File: src/rtl/rv32_pkg.sv
// Shared RV32 constants for the multiply unit and the hazard unit:
// M-extension funct3 encodings, multiply terminal counts and operand helpers.
package rv32_pkg;

  typedef enum logic [2:0] {
    F3_MUL    = 3'b000,
    F3_MULH   = 3'b001,
    F3_MULHSU = 3'b010,
    F3_MULHU  = 3'b011
  } mul_f3_e;

  // The hazard unit stalls while counter is below these values.
  localparam logic [2:0] MUL_LAST_LO = 3'd6;
  localparam logic [2:0] MUL_LAST_HI = 3'd7;

  // Terminal count for a given funct3: high-word signed/unsigned mixes need the hold cycle.
  function automatic logic [2:0] mul_last(input logic [2:0] f3);
    return f3[1] ? MUL_LAST_HI : MUL_LAST_LO;
  endfunction

  // rs1 is signed for everything except MULHU.
  function automatic logic [32:0] mul_ext_a(input logic [2:0] f3, input logic [31:0] v);
    logic sgn;
    sgn = (f3 != F3_MULHU) & v[31];
    return {sgn, v};
  endfunction

  // rs2 is signed only for MUL and MULH.
  function automatic logic [32:0] mul_ext_b(input logic [2:0] f3, input logic [31:0] v);
    logic sgn;
    sgn = ~f3[1] & v[31];
    return {sgn, v};
  endfunction

endpackage

File: src/rtl/mul_chunk_acc.sv
// One radix-256 step of the sequential multiplier: the 33-bit signed
// multiplicand times an unsigned 8-bit slice of the multiplier, shifted into
// place and added to the 66-bit accumulator. Arithmetic is modulo 2^66, which
// is exact two's complement for every operand combination the unit sees.
module mul_chunk_acc (
  input  logic [65:0] p_in,
  input  logic [32:0] a,
  input  logic [7:0]  b_chunk,
  input  logic [1:0]  chunk_idx,
  output logic [65:0] p_out
);

  logic [65:0] a_ext;
  logic [65:0] b_ext;
  logic [65:0] pp;
  logic [4:0]  shamt;

  // Partial product, positioned at byte lane chunk_idx, accumulated.
  always_comb begin
    a_ext = {{33{a[32]}}, a};
    b_ext = {58'd0, b_chunk};
    pp    = a_ext * b_ext;
    shamt = {chunk_idx, 3'b000};
    p_out = p_in + (pp << shamt);
  end

endmodule

File: src/rtl/mul_seq_unit.sv
// Sequential RV32M multiplier for the EX stage. Drives the cycle counter the
// hazard unit uses to hold the pipeline, and presents the product word on the
// terminal cycle (6 for MUL/MULH, 7 for MULHSU/MULHU).
// Optional build macro: MUL_ZERO_BYPASS_EN -- a zero operand at counter 0
// jumps straight to the terminal count with a cleared product.
module mul_seq_unit
  import rv32_pkg::*;
(
  input  logic        clk,
  input  logic        rst_n,
  input  logic        mul_valid,
  input  logic        kill,
  input  logic [2:0]  funct3,
  input  logic [31:0] rs1_data,
  input  logic [31:0] rs2_data,
  output logic [2:0]  counter,
  output logic        busy,
  output logic        result_valid,
  output logic [31:0] result
);

  logic [2:0]  counter_q, counter_d;
  logic [32:0] a_q, a_d;
  logic [32:0] b_q, b_d;
  logic [2:0]  f3_q, f3_d;
  logic [65:0] p_q, p_d;

  logic [1:0]  chunk_idx;
  logic [7:0]  b_chunk;
  logic [65:0] acc_sum;
  logic        is_term;

  // Counter 1..4 selects byte lane 0..3 of the latched multiplier.
  always_comb begin
    chunk_idx = counter_q[1:0] - 2'd1;
    b_chunk   = b_q[{chunk_idx, 3'b000} +: 8];
  end

  mul_chunk_acc u_chunk_acc (
    .p_in      (p_q),
    .a         (a_q),
    .b_chunk   (b_chunk),
    .chunk_idx (chunk_idx),
    .p_out     (acc_sum)
  );

  // Terminal detection and the externally visible handshake signals.
  always_comb begin
    is_term      = ((counter_q == MUL_LAST_LO) && !f3_q[1]) || (counter_q == MUL_LAST_HI);
    result_valid = is_term & ~kill;
    // rst_n gating keeps busy low while reset is held even if ID/EX still shows a multiply.
    busy         = rst_n & mul_valid & ~kill & ~result_valid;
    counter      = counter_q;
    result       = '0;
    if (result_valid) begin
      result = (f3_q == F3_MUL) ? p_q[31:0] : p_q[63:32];
    end
  end

  // Next-state: operand capture at counter 0, accumulate, sign fix-up, terminal return.
  always_comb begin
    counter_d = counter_q;
    a_d       = a_q;
    b_d       = b_q;
    f3_d      = f3_q;
    p_d       = p_q;
    if (kill) begin
      counter_d = 3'd0;
    end else begin
      case (counter_q)
        3'd0: begin
          if (mul_valid) begin
            a_d       = mul_ext_a(funct3, rs1_data);
            b_d       = mul_ext_b(funct3, rs2_data);
            f3_d      = funct3;
            p_d       = '0;
            counter_d = 3'd1;
`ifdef MUL_ZERO_BYPASS_EN
            if ((a_d == '0) || (b_d == '0)) begin
              counter_d = mul_last(funct3);
            end
`endif
          end
        end
        3'd1, 3'd2, 3'd3, 3'd4: begin
          p_d       = acc_sum;
          counter_d = counter_q + 3'd1;
        end
        3'd5: begin
          // Multiplier bit 32 carries weight -2^32.
          if (b_q[32]) begin
            p_d = p_q - {a_q[32], a_q, 32'd0};
          end
          counter_d = 3'd6;
        end
        3'd6: begin
          counter_d = f3_q[1] ? MUL_LAST_HI : 3'd0;
        end
        default: begin
          counter_d = 3'd0;
        end
      endcase
    end
  end

  // State registers with asynchronous clear.
  always_ff @(posedge clk or negedge rst_n) begin
    if (!rst_n) begin
      counter_q <= '0;
      a_q       <= '0;
      b_q       <= '0;
      f3_q      <= '0;
      p_q       <= '0;
    end else begin
      counter_q <= counter_d;
      a_q       <= a_d;
      b_q       <= b_d;
      f3_q      <= f3_d;
      p_q       <= p_d;
    end
  end

endmodule

File: config.mk
export PLATFORM = sky130hd
export DESIGN_NAME = mul_seq_unit
export DESIGN_NICKNAME = d
export VERILOG_FILES = /design/src/rtl/rv32_pkg.sv /design/src/rtl/mul_chunk_acc.sv /design/src/rtl/mul_seq_unit.sv
export SDC_FILE = /design/constraint.sdc
export NUM_CORES = 1
export LEC_CHECK = 0
export ABC_CLOCK_PERIOD_IN_PS = 16740
export CAP_MARGIN = 20
export CELL_PAD_IN_SITES_DETAIL_PLACEMENT = 0
export CELL_PAD_IN_SITES_GLOBAL_PLACEMENT = 1
export CORE_MARGIN = 8
export CORE_UTILIZATION = 51
export CTS_CLUSTER_DIAMETER = 50
export DETAILED_ROUTE_END_ITERATION = 16
export PLACE_DENSITY_LB_ADDON = 0.1
export SYNTH_ARGS = -nofsm -noshare
export SYNTH_HDL_FRONTEND = slang
export SYNTH_SLANG_ARGS = --single-unit
File: constraint.sdc
create_clock -name clk -period 16.74 [get_ports clk]
set_input_delay 1.674 -clock clk [delete_from_list [all_inputs] [get_ports clk]]
set_output_delay 1.674 -clock clk [all_outputs]
set_load 0.02 [all_outputs]
==> reports/metrics.cfg, run 1 <==
[sta]
setup_viol = 0
slew_viol_final = 0
worst_slew_pin_slew_ps = 997.5
relSlewSlack = 0.3265
finalHoldViolations = 0
min_period_ps = 10860
post-route-period-util = 0.6489
clock_skew_ps = 15.34
max_freq_ghz = 0.09206
finalSetupTns_ps = 0
rsz0062_at_grt = no

[worst_setup_path]
cpPeakStageDelay_ps = 860
critical_path_buf_inv_count = 5
cp-end-kind = register
crit_top_cell = fa_1
critPathArrivalTime_ps = 11230
cp_max_fo = 53
cp_top_family = compound AO/OA/AOI/OAI gates
path_class = register to register
startpoint_type = register
worstPathRequired_ps = 17110
cpMaxStageDelayCell = o311ai_0

[grt]
grt_max_degree = 86
antenna_found_initial = 1
grt-ovfl-total = 0
busiest_layer = met2
grt_pass1_wl_um = 113500
grtUsageTotal = 0.2914
grt_use_met3 = 0.04801
grt_use_met2 = 0.4572
grt_pass1_vias = 19680
met1_usage = 0.4057

[clock_tree]
cts_root_buf = clkbuf_16
cts_buffer_depth = 2
cts_setup_buffers = 0
cts_max_level = 4
ctsResizeCount = 0
insertion_delay_ps = 490
clkSinkCount = 136
cts_tree = done
clk_pin_slew_ps = 70
cts.hold.buffers_added = 0
cts_buffers = 17

[drt]
num_vias = 19430
drc = 0
drt-initial-drc-count = 1534
drt-wirelength-per-cell_um = 22.07
drt_wl_total_um = 71110
viasPerCell = 6.031
antenna_left = 0
dr.pass1.iters = 7

[yosys]
synth_cells = 2650
yosys.area.top_type = fa_1
ys_async_sr_fraction = 1.000
synth-seq-cells = 136
yosysMostFrequentCell = inv_1
synth.cell_area_mm2 = 0.02166
yosys-top-cells-count = inv_1 (351), nand2_1 (333), fa_1 (206), a21oi_1 (188), ha_1 (187)
syn_area_per_cell_um2 = 8.172
synth_enable_flop_cells = 0
syn_nets = 3114
yosysUniqueCellTypes = 78
yosysTopAreaCellShare = 0.1904
synth.area.top_cells = fa_1 (19%), dfrtp_1 (16%), ha_1 (11%)
synth_ff_type = dfrtp_1
yosys_warnings = 0
yosysSeqAreaShare = 0.1572

[floorplanning]
coreArea_mm2 = 0.04195
die_h_um = 222.1
start_util = 0.5163
die_w_um = 222.1
io_pins = 108
die_area_mm2 = 0.04931
std_cell_rows = 75

[cells_and_area]
syn_to_final_growth_pct = 9.210
drive_gt1_frac = 0.04810
fin_nets = 3133

[placed_design]
gp_congestion = 0.9816
dp_hpwl_um = 57110
port_buffers = 107

[job]
drv_cap = 0

[run_status]
status = finished, final reports clean

[min_path]
hp-class = register to register

-- flip-flops by register name, summed over array words and instances, names as in the netlist --
register,cells
counter,3
f3_q,3
p_q,64
b_q,33
a_q,33
-- metrics by stage --
step           hold WS, ps  setup slack, ps  utilization  std cells  area [um^2]
2_1_floorplan        475.2             6318            -       2650        21660
3_3_place_gp         485.8             5630       0.5504       3188        23090
3_5_place_dp         493.7             5942       0.5505       3189        23090
4_1_cts              508.5             5890       0.5638       3221        23650
5_1_grt              515.0             5137       0.5638       3221        23650
6_report             506.8             5877       0.5638       3222        23650
-- path summary, 6_finish.rpt --
path	end	slack (ps)	from	cells after the start
hold reg to reg	b_q[24]	510	b_q[24]	1
setup / recovery	p_q[63]	5880	counter[0]	34
max in group asynchronous	a_q[2]	14050	rst_n	2
setup reg to reg	p_q[63]	5880	counter[0]	34
hold / removal	b_q[24]	510	b_q[24]	1
min in group asynchronous	b_q[15]	1200	rst_n	1
-- logic make-up (layout without fill, tap and decap cells) --
group | count (synthesis) | in the layout | share of synthesized area
multiplexers | 81 | 81 | 0.04582
AND/OR/NAND/NOR | 829 | 829 | 0.1840
XOR/XNOR | 115 | 115 | 0.04715
other | 0 | 1 | 0
flip-flops | 136 | 136 | 0.1572
adder cells (fa/ha/maj) | 393 | 393 | 0.2985
buffers and inverters | 478 | 510 | 0.08383
AO/OA/AOI/OAI | 618 | 618 | 0.1836
-- routing by layer --
metal | up-vias | wire length, um
met4 | 2 | 2162
met3 | 107 | 3912
met5 | - | 12
li1 | 8991 | -
met1 | 9793 | 32870
met2 | 538 | 32160
-- worst register-to-register path, delay by kind of cell (launching register included) --
family          cells  cell delay [ps]
simple gates        5             1320
compound gates     14             3490
flops               1              400
buf+inv             5             1000
mux                 2             1090
fa+ha+maj           7             3210
xor+xnor            1              210
-- cell type report --
class / count / area (um^2)
repair buffers: 127 / 1219
fillers: 4009 / 18300
diodes: 1 / 2.502
clock inverters: 13 / 115.1
inverters: 351 / 1318
multi-input cells: 2036 / 16470
clock buffers: 19 / 442.9
flip-flops and latches: 136 / 3405
well taps: 539 / 674.4
-- cells in the final DEF (no fill, tap or decap), drive strengths merged, types with 9 or more instances in the layout --
master and count:
inv 357, nand2 333, fa 206, a21oi 189, ha 187, and2 166
dfrtp 136, nor2 135, o21ai 134, clkdlybuf4s50 106, xnor2 69, a21o 54
xor2 45, mux2 45, nand3 36, a22o 36, nor3 34, nand4 26
mux2i 26, a31oi 25, nor2b 23, buf 21, o21bai 19, a221oi 19
clkbuf 19, and3 18, o21a 17, a211oi 14, nand2b 13, a21boi 12
mux4 10, o211ai 10, o22ai 9
Power of run 1 is not shown: default switching activity piles up to over one toggle a cycle in this logic, so the estimate is an artifact.
==> run 2, diff against run 1 <==
--- a/config.mk
+++ b/config.mk
@@ -5,12 +5,12 @@
 export SDC_FILE = /design/constraint.sdc
 export NUM_CORES = 1
 export LEC_CHECK = 0
-export ABC_CLOCK_PERIOD_IN_PS = 16740
+export ABC_CLOCK_PERIOD_IN_PS = 9100
 export CAP_MARGIN = 20
 export CELL_PAD_IN_SITES_DETAIL_PLACEMENT = 0
 export CELL_PAD_IN_SITES_GLOBAL_PLACEMENT = 1
 export CORE_MARGIN = 8
-export CORE_UTILIZATION = 51
+export CORE_UTILIZATION = 43
 export CTS_CLUSTER_DIAMETER = 50
 export DETAILED_ROUTE_END_ITERATION = 16
 export PLACE_DENSITY_LB_ADDON = 0.1
==> constraint.sdc (replaced) <==
create_clock -name clk -period 9.1 [get_ports clk]
set_input_delay 0.91 -clock clk [delete_from_list [all_inputs] [get_ports clk]]
set_output_delay 0.91 -clock clk [all_outputs]
set_load 0.02 [all_outputs]
==> reports/metrics.cfg, run 2 (synthesis gave the netlist of run 1 again) <==
[run_status]
status = finished, final reports clean

[cells_and_area]
fin_area_mm2 = 0.02528
final_cell_mix = inv_1 (350), nand2_1 (332), fa_1 (206), a21oi_1 (181), ha_1 (179)
top_register = p_q
final_util = 0.5059
n_fill_cell = 4969
largest_reg_flops = 64
final_common_cell = inv_1
syn_to_final_growth_pct = 16.71
fin_nets = 3263
drive_gt1_frac = 0.1134
antennaDiodeCount = 0
top_regs = p_q: 64 flops, a_q: 33 flops, b_q: 33 flops

[sta]
setup_viol = 0
finalSetupTns_ps = 0
clock_skew_ps = 17.76
relSlewSlack = 0.2675
min_period_ps = 8762
slew_viol_final = 0
post-route-period-util = 0.9628
finalHoldViolations = 0
rsz0062_at_grt = yes
hold_ws_ps = 416.9
worst_slew_pin_slew_ps = 1095
max_freq_ghz = 0.1141

[clock_tree]
cts_buffer_depth = 2
clk_pin_slew_ps = 80
cts.hold.buffers_added = 0
cts_tree = done
cts_max_level = 4
insertion_delay_ps = 490
cts_root_buf = clkbuf_16
clkSinkCount = 136
cts_buffers = 17

[drt]
drt-wirelength-per-cell_um = 22.24
num_vias = 19990
viasPerCell = 5.739
drt-initial-drc-count = 1361
drc = 0
drt_wl_total_um = 77470
antenna_left = 0
dr.pass1.iters = 5

[grt]
grt_max_degree = 70
grtUsageTotal = 0.2716
grt-ovfl-total = 0
grt_pass1_vias = 20400
grt_pass1_wl_um = 120400
antenna_found_initial = 1

[worst_setup_path]
cp-end-kind = register
cp_max_fo = 25
crit_start = counter[1]
reg2reg_from = counter[1]
worstPathRequired_ps = 9460
startpoint_type = register
cpPeakStageDelay_ps = 550
critPathArrivalTime_ps = 9130
path_class = register to register
cpMaxStageDelayCell = fa_1

[floorplanning]
die_area_mm2 = 0.05780
die_h_um = 240.4
start_util = 0.4334
die_w_um = 240.4
std_cell_rows = 82
io_pins = 108
coreArea_mm2 = 0.04997

[placed_design]
gp_congestion = 0.9072
placed_cell_area_mm2 = 0.02433
dp_hpwl_um = 62490
port_buffers = 107

[min_path]
hp-class = input pin to asynchronous set/reset pin

[job]
drv_cap = 0

[run 2: per-stage QoR]
step	std cells	setup WS, ps
floorplan	2650	11.02
global placement	3448	-34.01
detailed placement	3448	-38.59
CTS	3480	-2.554
global route	3484	-53.53
finish	3484	338.4
[run 2: worst paths after layout]
path	endpoint	slack [ps]	cells after the start
hold / removal	f3_q[2]	420	1
setup / recovery	p_q[58]	340	38
max in group asynchronous	counter[0]	7200	2
setup reg to reg	p_q[58]	340	38
hold reg to reg	b_q[1]	500	1
min in group clk	b_q[1]	500	1
[run 2: what timing repair did]
| action | CTS | global route |
|---|---|---|
| endpoints found under the setup margin | 7 | 30 |
| buffers inserted | 0 | 4 |
| gates cloned | 0 | 0 |
| pin swaps | 1 | 8 |
| resized for setup | 3 | 73 |
[run 2: routing by layer]
layer | vias to the layer above | share of wire | track usage
li1 | 9246 | - | -
met1 | 10110 | 0.47 | 0.3828
met2 | 553 | 0.47 | 0.4418
met3 | 80 | 0.047 | 0.03541
met4 | 2 | 0.014 | 0.05901
met5 | - | 0.00015 | 0
[run 2: area by class of cell]
cell class,instances,area (um^2),share of cell area
multi-input cells,2036,16830,0.6658
flip-flops and latches,136,3405,0.1347
repair buffers,257,2306,0.09123
inverters,351,1318,0.05213
well taps,672,840.8,0.03327
clock buffers,17,425.4,0.01683
clock inverters,15,152.6,0.006039
[run 2: critical path, delay by kind of cell (launching register included)]
| family | cells | cell delay, ps |
|---|---|---|
| muxes | 2 | 440 |
| and+or+nand+nor | 10 | 1920 |
| xor gates and xnor gates | 2 | 320 |
| buffers and inverters | 9 | 1120 |
| adders and majority gates | 7 | 2890 |
| DFF | 1 | 380 |
| AOI/OAI and AO/OA | 8 | 1480 |
Power of run 2 is left out for the same reason.
